`config.mk`:
```
export PLATFORM = sky130hd
export DESIGN_NAME = apb_uart_flat
export DESIGN_NICKNAME = d
export VERILOG_FILES = /design/src/rtl/apb_uart_if.sv /design/src/rtl/apb_uart.sv /design/src/flat_wrapper.sv
export SDC_FILE = /design/constraint.sdc
export NUM_CORES = 1
export LEC_CHECK = 0
export ABC_AREA = 1
export CORE_ASPECT_RATIO = 1.4
export CORE_MARGIN = 2
export CORE_UTILIZATION = 56
export DETAILED_ROUTE_END_ITERATION = 16
export GPL_TIMING_DRIVEN = 0
export PLACE_DENSITY_LB_ADDON = 0.08
export SLEW_MARGIN = 10
export SYNTH_ARGS = -nofsm -noshare
export SYNTH_HDL_FRONTEND = slang
export SYNTH_SLANG_ARGS = --single-unit
```
`constraint.sdc`:
```
create_clock -name pclk -period 3.15 [get_ports pclk]
set_clock_uncertainty 0.1 [all_clocks]
set_input_delay 0.315 -clock pclk [delete_from_list [all_inputs] [get_ports pclk]]
set_output_delay 0.315 -clock pclk [all_outputs]
set_load 0.005 [all_outputs]
```
`src/rtl/apb_uart_if.sv`:
```
`default_nettype none
// +----------------------------------------------------------------------------+
// | Module      : apb_uart_if                                                  |
// | Description : Peripheral-bus signal bundle for apb_uart (master/slave).    |
// | Revision    : 1.0 - initial release                                        |
// +----------------------------------------------------------------------------+
interface apb_uart_if #(
  parameter int ADDR_WIDTH = 32,
  parameter int DATA_WIDTH = 32
);
  logic [ADDR_WIDTH-1:0] paddr;
  logic [DATA_WIDTH-1:0] pdata;
  logic [DATA_WIDTH-1:0] prdata;
  logic                  psel;
  logic                  penable;
  logic                  pwrite;
  logic [3:0]            pstb;
  logic                  ready;
  logic                  perr;

  modport master (
    output paddr, pdata, psel, penable, pwrite, pstb,
    input  prdata, ready, perr
  );

  modport slave (
    input  paddr, pdata, psel, penable, pwrite, pstb,
    output prdata, ready, perr
  );
endinterface
`default_nettype wire

```
`src/rtl/apb_uart.sv`:
```
`default_nettype none
// +----------------------------------------------------------------------------+
// | Module      : apb_uart                                                     |
// | Description : Bus-slave UART, buffered 8N1 transmitter with programmable   |
// |               baud divisor. Define UART_RX_EN to add the receiver with a   |
// |               1-byte holding register.                                     |
// | Revision    : 1.0 - initial release                                        |
// +----------------------------------------------------------------------------+
module apb_uart #(
  parameter int          ADDR_WIDTH  = 32,
  parameter int          DATA_WIDTH  = 32,
  parameter int          FIFO_DEPTH  = 16,
  parameter logic [15:0] DEFAULT_DIV = 16'd433
) (
  input  wire logic pclk,
  input  wire logic rst,
  apb_uart_if.slave bus,
  output logic      tx,
  input  wire logic rx
);
  localparam int c_PW = $clog2(FIFO_DEPTH);
  localparam int c_CW = c_PW + 1;
  localparam logic [c_CW-1:0] c_FULL = c_CW'(FIFO_DEPTH);
  localparam logic [1:0] c_TX_IDLE = 2'd0, c_TX_START = 2'd1, c_TX_DATA = 2'd2, c_TX_STOP = 2'd3;

  logic                  r_ready, r_perr;
  logic [DATA_WIDTH-1:0] r_prdata, w_stat_word, w_div_word;
  logic [15:0]           r_div;
  logic                  w_access, w_full, w_empty, w_push, w_pop, w_busy, w_bit_done;
  logic [1:0]            w_reg;
  logic [7:0]            r_mem [FIFO_DEPTH];
  logic [c_PW-1:0]       r_wptr, r_rptr;
  logic [c_CW-1:0]       r_count;
  logic [31:0]           w_cnt32;
  logic [7:0]            w_txcnt;
  logic [2:0]            w_rx_flags;
  logic [1:0]            r_tx_state, w_tx_next;
  logic [15:0]           r_tx_cnt, r_tx_div;
  logic [2:0]            r_tx_bit;
  logic [7:0]            r_tx_shift;
  logic [ADDR_WIDTH+DATA_WIDTH-17:0] w_unused_bus;

  // Address bits outside [3:2], upper data bits and upper strobes are don't-care.
  assign w_unused_bus = {bus.paddr[ADDR_WIDTH-1:4], bus.paddr[1:0],
                         bus.pdata[DATA_WIDTH-1:16], bus.pstb[3:2]};

  assign w_access = bus.psel & bus.penable & ~r_ready;
  assign w_reg    = bus.paddr[3:2];
  assign w_full   = (r_count == c_FULL);
  assign w_empty  = (r_count == '0);
  // Full check uses the pre-pop count: a full FIFO rejects even if it pops this cycle.
  assign w_push   = w_access & bus.pwrite & (w_reg == 2'd0) & bus.pstb[0] & ~w_full;
  assign w_cnt32  = 32'(r_count);
  assign w_txcnt  = (w_cnt32 > 32'd255) ? 8'hFF : w_cnt32[7:0];

  assign bus.ready  = r_ready;
  assign bus.perr   = r_perr;
  assign bus.prdata = r_prdata;

  // Status and divisor read words, zero-extended to the bus width.
  always_comb begin
    w_stat_word       = '0;
    w_stat_word[15:0] = {w_txcnt, 2'b00, w_rx_flags, w_busy, w_empty, w_full};
    w_div_word        = '0;
    w_div_word[15:0]  = r_div;
  end

`ifdef UART_RX_EN
  localparam logic [1:0] c_RX_IDLE = 2'd0, c_RX_START = 2'd1, c_RX_DATA = 2'd2, c_RX_STOP = 2'd3;
  logic                  r_rx_s1, r_rx_s2, r_rx_prev;
  logic [1:0]            r_rx_state, w_rx_next;
  logic [15:0]           r_rx_cnt;
  logic [2:0]            r_rx_bit;
  logic [7:0]            r_rx_shift, r_rx_byte;
  logic                  r_rx_valid, r_rx_ovr, r_rx_ferr;
  logic                  w_rx_half, w_rx_end, w_rx_take, w_rx_good, w_rx_bad;
  logic                  w_rd_data, w_clr_ovr, w_clr_ferr;
  logic [DATA_WIDTH-1:0] w_rx_word;

  assign w_rx_flags = {r_rx_ferr, r_rx_ovr, r_rx_valid};
  assign w_rx_half  = (r_rx_cnt == (r_div >> 1));
  assign w_rx_end   = (r_rx_cnt == r_div);
  assign w_rd_data  = w_access & ~bus.pwrite & (w_reg == 2'd0);
  assign w_clr_ovr  = w_access & bus.pwrite & (w_reg == 2'd1) & bus.pstb[0] & bus.pdata[4];
  assign w_clr_ferr = w_access & bus.pwrite & (w_reg == 2'd1) & bus.pstb[0] & bus.pdata[5];

  // Holding-register read word: zero when nothing has been received.
  always_comb begin
    w_rx_word = '0;
    if (r_rx_valid) w_rx_word[7:0] = r_rx_byte;
  end

  // RX state register.
  always_ff @(posedge pclk) begin
    if (rst) r_rx_state <= c_RX_IDLE;
    else     r_rx_state <= w_rx_next;
  end

  // RX next state: start on a falling edge, abort if the start bit is not low at mid-bit.
  always_comb begin
    w_rx_next = r_rx_state;
    case (r_rx_state)
      c_RX_IDLE:  if (r_rx_prev & ~r_rx_s2) w_rx_next = c_RX_START;
      c_RX_START: if (w_rx_half & r_rx_s2) w_rx_next = c_RX_IDLE;
                  else if (w_rx_end) w_rx_next = c_RX_DATA;
      c_RX_DATA:  if (w_rx_end && r_rx_bit == 3'd7) w_rx_next = c_RX_STOP;
      default:    if (w_rx_half) w_rx_next = c_RX_IDLE;
    endcase
  end

  // RX outputs: mid-bit sample strobes and stop-bit verdict.
  always_comb begin
    w_rx_take = (r_rx_state == c_RX_DATA) & w_rx_half;
    w_rx_good = (r_rx_state == c_RX_STOP) & w_rx_half & r_rx_s2;
    w_rx_bad  = (r_rx_state == c_RX_STOP) & w_rx_half & ~r_rx_s2;
  end

  // RX datapath: synchroniser, bit timer, shifter, holding register and sticky flags.
  always_ff @(posedge pclk) begin
    if (rst) begin
      r_rx_s1 <= 1'b1; r_rx_s2 <= 1'b1; r_rx_prev <= 1'b1;
      r_rx_cnt <= '0; r_rx_bit <= '0; r_rx_shift <= '0; r_rx_byte <= '0;
      r_rx_valid <= 1'b0; r_rx_ovr <= 1'b0; r_rx_ferr <= 1'b0;
    end else begin
      r_rx_s1   <= rx;
      r_rx_s2   <= r_rx_s1;
      r_rx_prev <= r_rx_s2;
      r_rx_cnt  <= (r_rx_state == c_RX_IDLE || w_rx_end) ? 16'd0 : r_rx_cnt + 16'd1;
      if (r_rx_state == c_RX_IDLE) r_rx_bit <= '0;
      else if (r_rx_state == c_RX_DATA && w_rx_end) r_rx_bit <= r_rx_bit + 3'd1;
      if (w_rx_take) r_rx_shift <= {r_rx_s2, r_rx_shift[7:1]};
      if (w_rd_data)  r_rx_valid <= 1'b0;
      if (w_clr_ovr)  r_rx_ovr   <= 1'b0;
      if (w_clr_ferr) r_rx_ferr  <= 1'b0;
      // A new byte wins over a same-cycle read; overrun only if the old byte was never read.
      if (w_rx_good) begin
        r_rx_byte  <= r_rx_shift;
        r_rx_valid <= 1'b1;
        if (r_rx_valid && !w_rd_data) r_rx_ovr <= 1'b1;
      end
      if (w_rx_bad) r_rx_ferr <= 1'b1;
    end
  end
`else
  logic w_unused_rx;
  assign w_unused_rx = rx;
  assign w_rx_flags  = 3'b000;
`endif

  // Bus slave: one wait state, registered response, divisor register.
  always_ff @(posedge pclk) begin
    if (rst) begin
      r_ready <= 1'b0; r_perr <= 1'b0; r_prdata <= '0; r_div <= DEFAULT_DIV;
    end else begin
      r_ready  <= w_access;
      r_perr   <= 1'b0;
      r_prdata <= '0;
      if (w_access) begin
        case (w_reg)
          2'd0: begin
            if (bus.pwrite) r_perr <= bus.pstb[0] & w_full;
            else begin
`ifdef UART_RX_EN
              r_prdata <= w_rx_word;
`else
              r_perr <= 1'b1;
`endif
            end
          end
          2'd1: if (!bus.pwrite) r_prdata <= w_stat_word;
          2'd2: begin
            if (bus.pwrite) begin
              if (bus.pstb[0]) r_div[7:0]  <= bus.pdata[7:0];
              if (bus.pstb[1]) r_div[15:8] <= bus.pdata[15:8];
            end else r_prdata <= w_div_word;
          end
          default: r_perr <= 1'b1;
        endcase
      end
    end
  end

  // TX FIFO storage, no reset needed.
  always_ff @(posedge pclk) begin
    if (w_push) r_mem[r_wptr] <= bus.pdata[7:0];
  end

  // TX FIFO pointers and occupancy; simultaneous push and pop leave the count unchanged.
  always_ff @(posedge pclk) begin
    if (rst) begin
      r_wptr <= '0; r_rptr <= '0; r_count <= '0;
    end else begin
      if (w_push) r_wptr <= r_wptr + c_PW'(1);
      if (w_pop)  r_rptr <= r_rptr + c_PW'(1);
      case ({w_push, w_pop})
        2'b10:   r_count <= r_count + c_CW'(1);
        2'b01:   r_count <= r_count - c_CW'(1);
        default: r_count <= r_count;
      endcase
    end
  end

  // TX state register.
  always_ff @(posedge pclk) begin
    if (rst) r_tx_state <= c_TX_IDLE;
    else     r_tx_state <= w_tx_next;
  end

  // TX next state; a pop happens on every entry to START, including STOP->START.
  always_comb begin
    w_tx_next  = r_tx_state;
    w_pop      = 1'b0;
    w_bit_done = (r_tx_cnt == r_tx_div);
    case (r_tx_state)
      c_TX_IDLE:  if (!w_empty) begin w_tx_next = c_TX_START; w_pop = 1'b1; end
      c_TX_START: if (w_bit_done) w_tx_next = c_TX_DATA;
      c_TX_DATA:  if (w_bit_done && r_tx_bit == 3'd7) w_tx_next = c_TX_STOP;
      default: begin
        if (w_bit_done) begin
          if (!w_empty) begin w_tx_next = c_TX_START; w_pop = 1'b1; end
          else w_tx_next = c_TX_IDLE;
        end
      end
    endcase
  end

  // TX outputs decoded from the registered state, so tx changes only on clock edges.
  always_comb begin
    tx     = 1'b1;
    w_busy = (r_tx_state != c_TX_IDLE);
    case (r_tx_state)
      c_TX_START: tx = 1'b0;
      c_TX_DATA:  tx = r_tx_shift[0];
      default:    tx = 1'b1;
    endcase
  end

  // TX datapath: byte and divisor captured at pop; divisor stays fixed for the frame.
  always_ff @(posedge pclk) begin
    if (rst) begin
      r_tx_cnt <= '0; r_tx_div <= '0; r_tx_bit <= '0; r_tx_shift <= '0;
    end else if (w_pop) begin
      r_tx_shift <= r_mem[r_rptr];
      r_tx_div   <= r_div;
      r_tx_cnt   <= '0;
      r_tx_bit   <= '0;
    end else if (r_tx_state != c_TX_IDLE) begin
      if (w_bit_done) begin
        r_tx_cnt <= '0;
        if (r_tx_state == c_TX_DATA) begin
          r_tx_shift <= r_tx_shift >> 1;
          r_tx_bit   <= r_tx_bit + 3'd1;
        end
      end else r_tx_cnt <= r_tx_cnt + 16'd1;
    end
  end
endmodule
`default_nettype wire

```
`src/flat_wrapper.sv`:
```
// flat-port wrapper written by rule: the top's interface ports become plain ports
module apb_uart_flat 
#(
  parameter int          ADDR_WIDTH  = 32,
  parameter int          DATA_WIDTH  = 32,
  parameter int          FIFO_DEPTH  = 16,
  parameter logic [15:0] DEFAULT_DIV = 16'd433
)
  (pclk, rst, tx, rx, bus_paddr, bus_pdata, bus_psel, bus_penable, bus_pwrite, bus_pstb, bus_prdata, bus_ready, bus_perr);
  apb_uart_if #(.ADDR_WIDTH(ADDR_WIDTH), .DATA_WIDTH(DATA_WIDTH)) bus_i ();
  input  wire logic pclk;
  input  wire logic rst;
  output logic tx;
  input  wire logic rx;
  input wire logic [$bits(bus_i.paddr)-1:0] bus_paddr;
  input wire logic [$bits(bus_i.pdata)-1:0] bus_pdata;
  input wire logic [$bits(bus_i.psel)-1:0] bus_psel;
  input wire logic [$bits(bus_i.penable)-1:0] bus_penable;
  input wire logic [$bits(bus_i.pwrite)-1:0] bus_pwrite;
  input wire logic [$bits(bus_i.pstb)-1:0] bus_pstb;
  output wire logic [$bits(bus_i.prdata)-1:0] bus_prdata;
  output wire logic [$bits(bus_i.ready)-1:0] bus_ready;
  output wire logic [$bits(bus_i.perr)-1:0] bus_perr;
  assign bus_i.paddr = bus_paddr;
  assign bus_i.pdata = bus_pdata;
  assign bus_i.psel = bus_psel;
  assign bus_i.penable = bus_penable;
  assign bus_i.pwrite = bus_pwrite;
  assign bus_i.pstb = bus_pstb;
  assign bus_prdata = bus_i.prdata;
  assign bus_ready = bus_i.ready;
  assign bus_perr = bus_i.perr;
  apb_uart #(.ADDR_WIDTH(ADDR_WIDTH), .DATA_WIDTH(DATA_WIDTH), .FIFO_DEPTH(FIFO_DEPTH), .DEFAULT_DIV(DEFAULT_DIV)) u_core (.pclk(pclk), .rst(rst), .bus(bus_i), .tx(tx), .rx(rx));
endmodule
```
Word-level counts from Yosys, hierarchy flattened. Memories as Yosys holds them, arrays and structs flattened. A register that Yosys moved wholly into a read port is not among the register bits. Index checks and enable logic that the tools add are counted.

Flip-flop bits (word level): 108. Bits in latches: 0. Bits in writable memories: 128. ROM bits: 0. Bits of input ports: 74. Output and inout port bits: 35. Logic and storage cells: 88. Memories: 1.

Memory list: u_core.r_mem (words 16, width 8, rd ports 1, clocked after memory_dff 1, wr ports 1, line apb_uart.sv:31) `logic [7:0] r_mem [FIFO_DEPTH];`.

Add/subtract/negate cells: 6. Multiply operators: 0. Div/mod/pow operators: 0. $lt $le $gt $ge: 1. Eq/ne operators: 12. Shift operators: 0. Muxes and demuxes: 26. Bitwise logic cells: 10. Reductions and logical operators: 19.

Operators by type and width (count): $pmux W32 S2 (1); $mux W16 (3); $mux W8 (5); $add A16 B1 Y16 const B (1); $eq A16 B16 Y1 (1); $reduce_and A4 Y1 (3); $pmux W5 S2 (1); $reduce_bool A2 Y1 (5); $add A4 B1 Y4 const B (2); $gt A5 B8 Y1 const B (1); $mux W2 (4); $mux W4 (2); $reduce_or A2 Y1 (4); $and A1 B1 Y1 (7); $eq A2 B1 Y1 const B (3); $eq A2 B2 Y1 const B (3); $mux W1 (6); $pmux W1 S2 (3); $pmux W2 S3 (1); $reduce_and A3 Y1 (2); $add A5 B1 Y5 const B (1); $eq A5 B5 Y1 const B (1); $logic_not A5 Y1 (1); $sub A5 B1 Y5 const B (1); other kinds (8) (12).

Longest topological paths before layout.
Depth in word-level cells: 8. Gate-level depth with buffers: 22. Mapped depth without buffers: 21.

Worst setup path after synthesis. Ideal clock, no wire load.

Path kind: reg-to-reg. Start point: register u_core.r_tx_state[0]. End point: register u_core.r_count[3]. Data arrival time: 2.453 ns. Required time: 2.934 ns. Path slack: 0.481 ns. Stages on the path, launching flop included: 19. Period minus slack after synthesis: 2.669 ns. Cell sequence: dfxtp_1 -> inv_1 -> ha_1 -> clkbuf_1 -> nor2_1 -> inv_1 -> nand2_1 -> inv_2 -> nand2_4 -> clkinv_4 -> buf_4 -> ha_1 -> xnor2_1 -> nand3b_1 -> nand2_1 -> o21ai_0 -> nand3_1 -> o211ai_1 -> inv_1.

Longest elaborated chain between the ends: 5.

RTL lines: from (decl) (line apb_uart.sv:37) `logic [1:0] r_tx_state, w_tx_next;`; from (signal assigned) (line apb_uart.sv:205) `if (rst) r_tx_state <= c_TX_IDLE;`; from (signal assigned) (line apb_uart.sv:206) `else r_tx_state <= w_tx_next;`; $eq A2 B1 Y1 / $eq A2 B2 Y1 (equally long branches) (line apb_uart.sv:214) `case (r_tx_state)`; $reduce_or A2 Y1 (no line); $pmux W1 S2 (*) (line apb_uart.sv:214); named net u_core.w_pop (line apb_uart.sv:29) `logic w_access, w_full, w_empty, w_push, w_pop, w_busy, w_bit_done;`; $eq A2 B1 Y1 / $eq A2 B2 Y1 (equally long branches) (line apb_uart.sv:195) `case ({w_push, w_pop})`; $pmux W5 S2 / $reduce_bool A2 Y1 (equally long branches); to (signal assigned) (line apb_uart.sv:196) `2'b10: r_count <= r_count + c_CW'(1);`; to (signal assigned) (line apb_uart.sv:197) `2'b01: r_count <= r_count - c_CW'(1);`; to (signal assigned) (line apb_uart.sv:198) `default: r_count <= r_count;`; to (decl) (line apb_uart.sv:33) `logic [c_CW-1:0] r_count;`.

The timed path passes the listed nets; every way through them passes the cells marked *. A chain may end at the register's enable or synchronous reset.

Final worst setup path.
Start point: register u_core.r_tx_cnt[0]. End point: register u_core.r_count[4].

Longest elaborated chain between the ends: 5.

RTL lines: from (decl) (line apb_uart.sv:38) `logic [15:0] r_tx_cnt, r_tx_div;`; from (signal assigned) (line apb_uart.sv:254) `end else r_tx_cnt <= r_tx_cnt + 16'd1;`; $eq A16 B16 Y1 (*) (line apb_uart.sv:213) `w_bit_done = (r_tx_cnt == r_tx_div);`; $mux W1 (*) (line apb_uart.sv:219) `if (w_bit_done) begin`; $pmux W1 S2 (*) (line apb_uart.sv:214); named net u_core.w_pop (line apb_uart.sv:29); $eq A2 B1 Y1 / $eq A2 B2 Y1 (equally long branches) (line apb_uart.sv:195); $pmux W5 S2 / $reduce_bool A2 Y1 (equally long branches).

Marked as above.

==> results_dict.tcl <==
set metrics [dict create \
    crit_chain "inv_1 -> nand2_1 -> nand2_1 -> nor2_1 -> nand2_1 -> nor2_1 -> nand2_2 -> nand2_2 -> nand2_4 -> clkinv_4 -> buf_4 -> ha_2 -> xor2_2 -> ha_1 -> inv_1 -> nand2_1 -> nand2_1 -> nand2_1 -> nand2_1 -> nand2_1 -> nand2_1 -> a21oi_1" \
    cp-end-kind "flop" \
    status "completed" \
    timing.hold.ws_ns 0.295 \
    cts_tree "built" \
    clock_latency_ns 0.50 \
    n_antenna_cell 0 \
    seqPwrFrac 0.398 \
    synth-xor-area-share 0.00556 \
    hp-class "in2reg" \
    finalCritPeriodShare 0.914 \
    yosysTopAreaCell "edfxtp_1" \
    cts_num_sinks 224 \
    drt-total-wl_um 23800 \
    yosys.area_share.simple 0.157 \
    worstPathArrival_ns 3.20 \
    ys_seq_area_frac 0.610 \
    avgRoutedWirePerCell_um 18.6 \
    setup_violations 0 \
    setup_slack_ns 0.272 \
    dpl.cell_count 1238 \
    worst_pin_slew_ns 0.919 \
    syn-mean-instance-area_sq_um 9.68 \
    yosysMostFrequentCell "nand2_1" \
    synth_compound_area_frac 0.143 \
    yosys-top-cells-area "edfxtp_1 41%, dfxtp_1 20%, nand2_1 6.9%" \
    drc 0 \
    die-area_sq_um 18000 \
    worstSetupStartpointType "flop" \
    p_comb_frac 0.294 \
    min_from "bus_pdata[8]" \
    antenna_left 0 \
    clockBufferDepth 3 \
    htreeDepth 1 \
    powerDensity_nw_per_um2 780 \
    gp_congestion 0.933 \
    synthAdderAreaFrac 0.0238 \
    synth.mux.area_fraction 0 \
    synth_ff_type "edfxtp_1" \
    timing.max_cap.violations 0 \
    stdcell_count 1277 \
    ys_ff_latch 224 \
    yosysUniqueCellTypes 44 \
    sw_frac_of_total 0.344 \
    drive_gt1_frac 0.0847 \
    routed-via-count 7154 \
    grt_use_total 0.267 \
    synthArstFlopShare 0 \
    ctsRootBufferMaster "clkbuf_16" \
    grt_first_pass_wirelength_um 36200 \
    final-max-slew-violation-count 0 \
    synth_commonest_cells "174 x nand2_1, 137 x nor2_1, 128 x edfxtp_1" \
    leakage_nw 3.95 \
    syn_to_final_growth_pct 15.8 \
    rsz0062_at_grt "false" \
    hold_viol 0 \
    syn-instance-count 977 \
    grt_max_degree 18 \
    routed_via_density 5.60 \
    period_minus_slack_ns 2.88 \
    cts_resized 0 \
    cts_setup_buffers 0 \
    synth_top_family_by_area "simple AND/OR/NAND/NOR gates" \
    crit_required_ns 3.47 \
    synth_edf_count 128 \
    grt_pass1_vias 6876 \
    die_w_um 114 \
    setup.worst_path.class "reg2reg" \
    timing.rr.start "u_core.r_tx_cnt[0]" \
    post-place-ws_ns 0.0730 \
    cp_slowest_cell "dfxtp_1" \
    p_switching_mw 2.94 \
    fmax_ghz 0.347 \
    antenna_found_initial 0 \
    peakVddDrop_v 0.000512 \
    ys_warn_count 0 \
    slew_headroom 0.382 \
    cts_buffers 22 \
    holdBufCountCts 0 \
    drt-pass1-iter-count 5 \
    drt_iter0_drc 540 \
    nNetsFinal 1150 \
    cp-startpoint "u_core.r_tx_cnt[0]" \
    synth_top_area_frac 0.406 \
    initial_core_util 0.567 \
    coreArea_sq_um 16700 \
    clk_pin_slew_ns 0.06 \
    cp_common_cell "nand2_1" \
    clkPwrFrac 0.309 \
    dp_hpwl_um 16800 \
    core.rowCount 56 \
    p_int_mw 5.60 \
    io_buffers 43 \
    fin_setup_tns_ns 0 \
    cpPeakStageDelay_ns 0.40 \
    pin_count 109 \
    synth_area_sq_um 9460 \
    die_h_um 158 \
    crit_fanout 10 \
    grt_overflow 0 \
]
-- flip-flops by register name, indices dropped and copies added (netlist names), named ones only --
register / flops
u_core.r_wptr: 4
u_core.r_rptr: 4
u_core.bus.perr: 1
u_core.bus.prdata: 16
u_core.r_tx_cnt: 16
u_core.r_count: 5
u_core.r_tx_state: 2
u_core.r_mem: 128
u_core.r_tx_div: 16
u_core.r_div: 16
u_core.bus.ready: 1
u_core.r_tx_bit: 3
u_core.r_tx_shift: 8
-- critical path: cells and delay by family (launching register included) --
family | cells | cell delay (ns)
xor gates and xnor gates | 1 | 0.17
and+or+nand+nor | 14 | 1.15
AOI/OAI and AO/OA | 1 | 0.11
adders and majority gates | 2 | 0.45
DFF | 1 | 0.40
buffers and inverters | 4 | 0.42
-- final timing paths --
check / to / slack, ns / depth (start not counted)
max: u_core.r_count[4] / 0.27 / 22
min: u_core.r_div[8] / 0.30 / 3
max reg2reg: u_core.r_count[4] / 0.27 / 22
min reg2reg: u_core.r_tx_shift[7] / 0.37 / 2
-- logic make-up after synthesis --
kind of cell             after synthesis
buffers and inverters                131
adder cells (fa/ha/maj)               18
flip-flops                           224
other                                  1
AO/OA/AOI/OAI                        235
XOR/XNOR                               6
AND/OR/NAND/NOR                      362
-- cells in the final DEF, fill, tap and decap left out, types with 7 or more instances in the layout --
cell type / instances
a21oi_1: 58
a31oi_1: 7
buf_4: 17
clkbuf_1: 32
clkbuf_16: 25
clkdlybuf4s50_1: 43
conb_1: 16
dfxtp_1: 94
edfxtp_1: 128
ha_1: 16
inv_1: 61
inv_2: 13
nand2_1: 174
nand3_1: 22
nor2_1: 137
o211ai_1: 13
o21ai_0: 106
o221ai_1: 18
o22ai_1: 11
-- power by group through the flow --
stage          clock network, mW  logic (mW)  registers [mW]
6_report                    2.64        2.51            3.40
5_1_grt                     2.78        2.78            3.42
4_1_cts                     2.69        2.47            3.39
3_5_place_dp                   0        2.45            3.45
3_3_place_gp                   0        2.42            3.45
2_1_floorplan                  0        1.69            3.42
-- layout make-up --
| type | instances | area, sq um |
|---|---|---|
| clock inverters | 10 | 82.6 |
| fillers | 1387 | 5720 |
| well taps | 203 | 254 |
| clock buffers | 30 | 654 |
| inverters | 75 | 287 |
| plain buffers | 55 | 283 |
| flip-flops and latches | 224 | 5770 |
| repair buffers | 43 | 430 |
| multi-input cells | 637 | 3200 |
-- per-stage QoR --
| stage | total power, mW | cell area, sq um | util |
|---|---|---|---|
| after floorplan | 5.10 | 9510 | - |
| final | 8.54 | 11000 | 0.657 |
| after global placement | 5.87 | 10200 | 0.612 |
| after global routing | 8.98 | 11000 | 0.657 |
| after detailed placement | 5.90 | 10200 | 0.612 |
| after CTS | 8.55 | 10900 | 0.656 |
-- per-layer routing --
metal	track usage	wire length, um	share of wire	vias up
met5	0	0	0	-
met4	0.166	1330	0.056	0
met3	0.0337	1270	0.054	64
met2	0.491	12400	0.52	248
met1	0.289	8790	0.37	3350
li1	-	-	-	3492
(Power assumes the default switching activity.)
